## config.mk

```make
export PLATFORM = sky130hd
export DESIGN_NAME = osc_bank_sequencer
export DESIGN_NICKNAME = d
export VERILOG_FILES = /design/src/rtl/osc_seq_pkg.sv /design/src/rtl/osc_seq_bin_counter.sv /design/src/rtl/osc_bank_sequencer.sv
export SDC_FILE = /design/constraint.sdc
export NUM_CORES = 1
export LEC_CHECK = 0
export BUFFER_PORTS_ARGS = -buffer_cell sky130_fd_sc_hd__buf_4
export CAP_MARGIN = 20
export CORE_MARGIN = 1
export CORE_UTILIZATION = 50
export DETAILED_ROUTE_END_ITERATION = 7
export HOLD_SLACK_MARGIN = 0.1
export PLACE_DENSITY = 0.8
export SLEW_MARGIN = 20
export SYNTH_ARGS = -nofsm -noshare
export SYNTH_HDL_FRONTEND = slang
export SYNTH_SLANG_ARGS = --single-unit
```

## constraint.sdc

```tcl
create_clock -name clk_i -period 4 [get_ports clk_i]
set_clock_uncertainty 0.05 [all_clocks]
set_input_delay 0.8 -clock clk_i [delete_from_list [all_inputs] [get_ports clk_i]]
set_output_delay 0.8 -clock clk_i [all_outputs]
set_load 0.005 [all_outputs]
```

## src/rtl/osc_seq_pkg.sv

```systemverilog
// Shared types and constants for the oscillator bank sequencer.
package osc_seq_pkg;

  typedef enum logic [1:0] {
    IDLE,
    PRIME,
    SWEEP,
    SAVE
  } state_e;

  localparam logic [11:0] COMP_UNITY = 12'd4095;
  localparam int          OVR_CNT_W  = 16;

endpackage

```

## src/rtl/osc_seq_bin_counter.sv

```systemverilog
// Gain RAM bin address counter: loads FIRST_BIN, increments on request and
// parks on LAST_BIN, which it flags through last_o.
module osc_seq_bin_counter #(
  parameter int AW        = 10,
  parameter int FIRST_BIN = 1,
  parameter int LAST_BIN  = 2**AW-1
) (
  input  logic          clk_i,
  input  logic          srst_i,
  input  logic          load_i,
  input  logic          inc_i,
  output logic [AW-1:0] addr_o,
  output logic          last_o
);

  localparam logic [AW-1:0] FIRST_A = AW'(FIRST_BIN);
  localparam logic [AW-1:0] LAST_A  = AW'(LAST_BIN);

  assign last_o = (addr_o == LAST_A);

  // NOTE: registers are updated with non-blocking assignments so every
  // flop samples the pre-edge values of its neighbours.
  always_ff @(posedge clk_i) begin
    if (srst_i) begin
      addr_o <= '0;
    end else if (load_i) begin
      addr_o <= FIRST_A;
    end else if (inc_i && !last_o) begin
      addr_o <= addr_o + 1'b1;
    end
  end

endmodule

```

## src/rtl/osc_bank_sequencer.sv

```systemverilog
// Sweeps bins FIRST_BIN..LAST_BIN once per accepted sample tick and drives the
// accumulator strobes aligned with the 1-cycle gain RAM read data.
// Optional build macro OSC_SEQ_OVERRUN_CNT_EN adds a saturating overrun counter.
module osc_bank_sequencer
  import osc_seq_pkg::*;
#(
  parameter int AW        = 10,
  parameter int FCW       = 10,
  parameter int FIRST_BIN = 1,
  parameter int LAST_BIN  = 2**AW-1
) (
  input  logic                 clk_i,
  input  logic                 srst_i,
  input  logic                 enable_i,
  input  logic                 sample_tick_i,
  input  logic [11:0]          compression_i,
  output logic [AW-1:0]        gain_rd_addr_o,
  output logic                 gain_rd_en_o,
  output logic                 accumulate_o,
  output logic                 save_o,
  output logic [AW-1:0]        freq_number_o,
  output logic [FCW-1:0]       frame_counter_o,
  output logic [11:0]          compression_o,
  output logic                 busy_o,
  output logic                 overrun_o,
  output logic [OVR_CNT_W-1:0] overrun_cnt_o
);

  localparam logic [AW-1:0] LAST_A = AW'(LAST_BIN);

  state_e state_q;
  logic   accept;
  logic   dropped;
  logic   addr_last;

  assign accept  = (state_q == IDLE) && sample_tick_i && enable_i;
  assign dropped = sample_tick_i && busy_o;

  osc_seq_bin_counter #(
    .AW        (AW),
    .FIRST_BIN (FIRST_BIN),
    .LAST_BIN  (LAST_BIN)
  ) u_bin_counter (
    .clk_i  (clk_i),
    .srst_i (srst_i),
    .load_i (accept),
    .inc_i  (gain_rd_en_o && (state_q == PRIME || state_q == SWEEP)),
    .addr_o (gain_rd_addr_o),
    .last_o (addr_last)
  );

  always_ff @(posedge clk_i) begin
    if (srst_i) begin
      state_q         <= IDLE;
      gain_rd_en_o    <= 1'b0;
      accumulate_o    <= 1'b0;
      save_o          <= 1'b0;
      busy_o          <= 1'b0;
      overrun_o       <= 1'b0;
      freq_number_o   <= '0;
      frame_counter_o <= '0;
      compression_o   <= COMP_UNITY;
    end else begin
      if (dropped) overrun_o <= 1'b1;

      case (state_q)
        IDLE: begin
          if (accept) begin
            compression_o <= compression_i;
            gain_rd_en_o  <= 1'b1;
            busy_o        <= 1'b1;
            state_q       <= PRIME;
          end
        end
        PRIME: begin
          gain_rd_en_o  <= !addr_last;
          accumulate_o  <= 1'b1;
          freq_number_o <= gain_rd_addr_o;
          state_q       <= SWEEP;
        end
        SWEEP: begin
          // freq_number_o trails the issued address by the RAM latency.
          if (freq_number_o == LAST_A) begin
            accumulate_o <= 1'b0;
            save_o       <= 1'b1;
            state_q      <= SAVE;
          end else begin
            freq_number_o <= gain_rd_addr_o;
            gain_rd_en_o  <= gain_rd_en_o && !addr_last;
          end
        end
        SAVE: begin
          save_o          <= 1'b0;
          busy_o          <= 1'b0;
          frame_counter_o <= frame_counter_o + 1'b1;
          state_q         <= IDLE;
        end
        default: state_q <= IDLE;
      endcase
    end
  end

`ifdef OSC_SEQ_OVERRUN_CNT_EN
  logic [OVR_CNT_W-1:0] ovr_cnt_q;

  always_ff @(posedge clk_i) begin
    if (srst_i) begin
      ovr_cnt_q <= '0;
    end else if (dropped && (ovr_cnt_q != '1)) begin
      ovr_cnt_q <= ovr_cnt_q + 1'b1;
    end
  end

  assign overrun_cnt_o = ovr_cnt_q;
`else
  assign overrun_cnt_o = '0;
`endif

endmodule
```

==> reports/results.tsv <==
metric	value	unit
status	complete, no violations	
final_cell_mix	buf_4 (62), dfxtp_1 (49), nand2_1 (34)	
cp-start-kind	flip-flop	
netlist_area	2190	um^2
yosys_warnings	0	
core_area	4090	um^2
max_freq	494	MHz
postSynthAreaPerCell	8.86	um^2
layout_min_cycle_time	2.03	ns
final_common_cell	buf_4	
maxSlewViolCount	0	
n_antenna_cell	0	
synthesis.instances	247	
cts_tree	built	
clock_path_buffers	2	
reg2reg_from	state_q[0]$_SDFFE_PP0P_	
gr-total-overflow	0	
ant_nets	0	
critPathKind	flip-flop to flip-flop	
reg2reg_to	u_bin_counter.addr_o[7]$_SDFFE_PP0P_	
hold_viol	0	
total_power	1.31	mW
start_util	53.6	%
viasPerCell	5.20	
gp_congestion	0.828	
relSlewSlack	57.2	%
async_flop_share	0	%
timing.final.crit_share	50.6	%
synth.yosys.seq_area_share	44.8	%
clock_latency	0.30	ns
place_area	2610	um^2
dp_hpwl	3290	um
peakVddDrop	0.296	mV
grt_pass1_wl	7090	um
drt_iter0_markers	72	
wire_per_inst	12.7	um
worstPathArrival	2.17	ns
synth_top_area_share	44.8	%
num_vias	1856	
cts_max_level	2	
track_usage	20.3	%
cts_setup_buffers	0	
holdPathStages	2	
fin_ws	1.97	ns
hold_class	flip-flop to flip-flop	
synth_top_cell_by_area	dfxtp_1	
antenna_found_initial	0	
die_area	4650	um^2
endpoint_kind	flip-flop	
worst_slew_pin_slew	0.642	ns
tns	0	ns
cts_hold_buf	0	
routed_wl	4540	um
port_buffers	62	
cap_violations	0	
worstHoldStart	compression_o[6]$_SDFFE_PP1P_	
final_cell_area	2710	um^2
holdPathEnd	compression_o[6]$_SDFFE_PP1P_	
rows	23	
drc_errors	0	
synth.ff_latch_count	49	
r2r_slack	1.97	ns
cts-root-buf	clkbuf_8	
leakage	1.23	nW
dp_slack	1.92	ns
critPathRequiredTime	4.15	ns
drtPass1Iterations	4	
drive_gt1_share	24.8	%
nets	329	
clk_pin_slew	0.09	ns
die_w	68.2	um
path_max_fanout	5	
rr_worst_depth	6	
area_growth	23.9	%
ctsResizeCount	0	
synthFlopType	dfxtp_1	
grt_pass1_vias	1648	
synth_edf_count	0	
synth.distinct_cells	41	
pwr_density_cell	482	nW/um^2
fp.dieH	68.2	um
rsz0062_at_grt	no	
setup_violations	0	
grt_start_max_net_pins	30	
ios	79	
netlist_top_cells_area	dfxtp_1 (45%), nand2_1 (5.8%), mux2i_1 (5.5%), buf_4 (5.5%), nor2_1 (5.5%)	
cts_buffers	5	
cts.sinks	49	
-- critical path, stage by stage, from the launching register on --
cell and delay [ns]:
dfxtp_1 0.41, inv_1 0.10, ha_1 0.38, nand4_1 0.21
a2111oi_0 0.55, xnor2_1 0.18, nor2_1 0.05
-- sequential cells by signal, summed over array words and instances, names as in the netlist --
name / count
u_bin_counter.addr_o: 10
overrun_o: 1
save_o: 1
state_q: 2
busy_o: 1
accumulate_o: 1
compression_o: 12
freq_number_o: 10
gain_rd_en_o: 1
frame_counter_o: 10
-- how the worst max path moves through the flow --
stage / cells after the start / end / startpoint
CTS: 6 / u_bin_counter.addr_o[7]$_SDFFE_PP0P_ / state_q[0]$_SDFFE_PP0P_
finish: 6 / u_bin_counter.addr_o[7]$_SDFFE_PP0P_ / state_q[0]$_SDFFE_PP0P_
floorplan: 6 / u_bin_counter.addr_o[7]$_SDFFE_PP0P_ / state_q[0]$_SDFFE_PP0P_
global placement: 5 / gain_rd_en_o$_SDFFE_PP0P_ / sample_tick_i
detailed placement: 5 / gain_rd_en_o$_SDFFE_PP0P_ / sample_tick_i
global route: 6 / u_bin_counter.addr_o[6]$_SDFFE_PP0P_ / state_q[0]$_SDFFE_PP0P_
-- layout make-up --
class,count,area (um^2)
clock buffer,7,96.3
inverter,5,18.8
fill,369,1380
timing repair buffer,62,465
multi-input combinational,183,1080
sequential,49,981
clock inverter,1,5.00
tap,50,62.6
-- cell usage after synthesis (3+ instances only) --
cell type and instances:
a211oi_1 6, a21oi_1 7, and3_1 4, and4_1 3
buf_4 16, clkbuf_1 6, dfxtp_1 49, ha_1 7
inv_1 5, mux2i_1 12, nand2_1 34, nand3_1 17
nand4_1 5, nor2_1 32, nor3_1 3, xnor2_1 6
xor2_1 8
-- metal layers --
| layer | up-vias | GRT usage (%) | routed length [um] |
|---|---|---|---|
| met5 | - | 0 | 0 |
| met4 | 0 | 6.77 | 45 |
| met3 | 4 | 5.67 | 266 |
| met2 | 53 | 35.2 | 2310 |
| met1 | 866 | 23.9 | 1920 |
| li1 | 933 | - | - |
-- power breakdown --
part	internal (mW)	switching, mW	leakage (nW)
registers	0.545	0.0496	0.398
logic	0.192	0.207	0.773
clock network	0.156	0.159	0.0542
total	0.893	0.415	1.23
-- metrics by stage --
| stage | utilization [%] | hold slack, ns | cells |
|---|---|---|---|
| floorplan | - | 0.410 | 262 |
| global placement | 63.9 | 0.399 | 349 |
| detailed placement | 63.9 | 0.412 | 349 |
| CTS | 66.4 | 0.427 | 357 |
| global route | 66.4 | 0.450 | 357 |
| finish | 66.4 | 0.421 | 357 |
-- kinds of logic after synthesis --
logic type | Yosys count | share of synthesized area, %
XOR/XNOR | 14 | 5.60
adder cells (fa/ha/maj) | 7 | 4.00
flip-flops | 49 | 44.8
multiplexers | 12 | 5.49
buffers and inverters | 30 | 8.29
other | 1 | 0.171
AO/OA/AOI/OAI | 25 | 8.29
AND/OR/NAND/NOR | 109 | 23.3
Power figures use the tool's default switching activity.
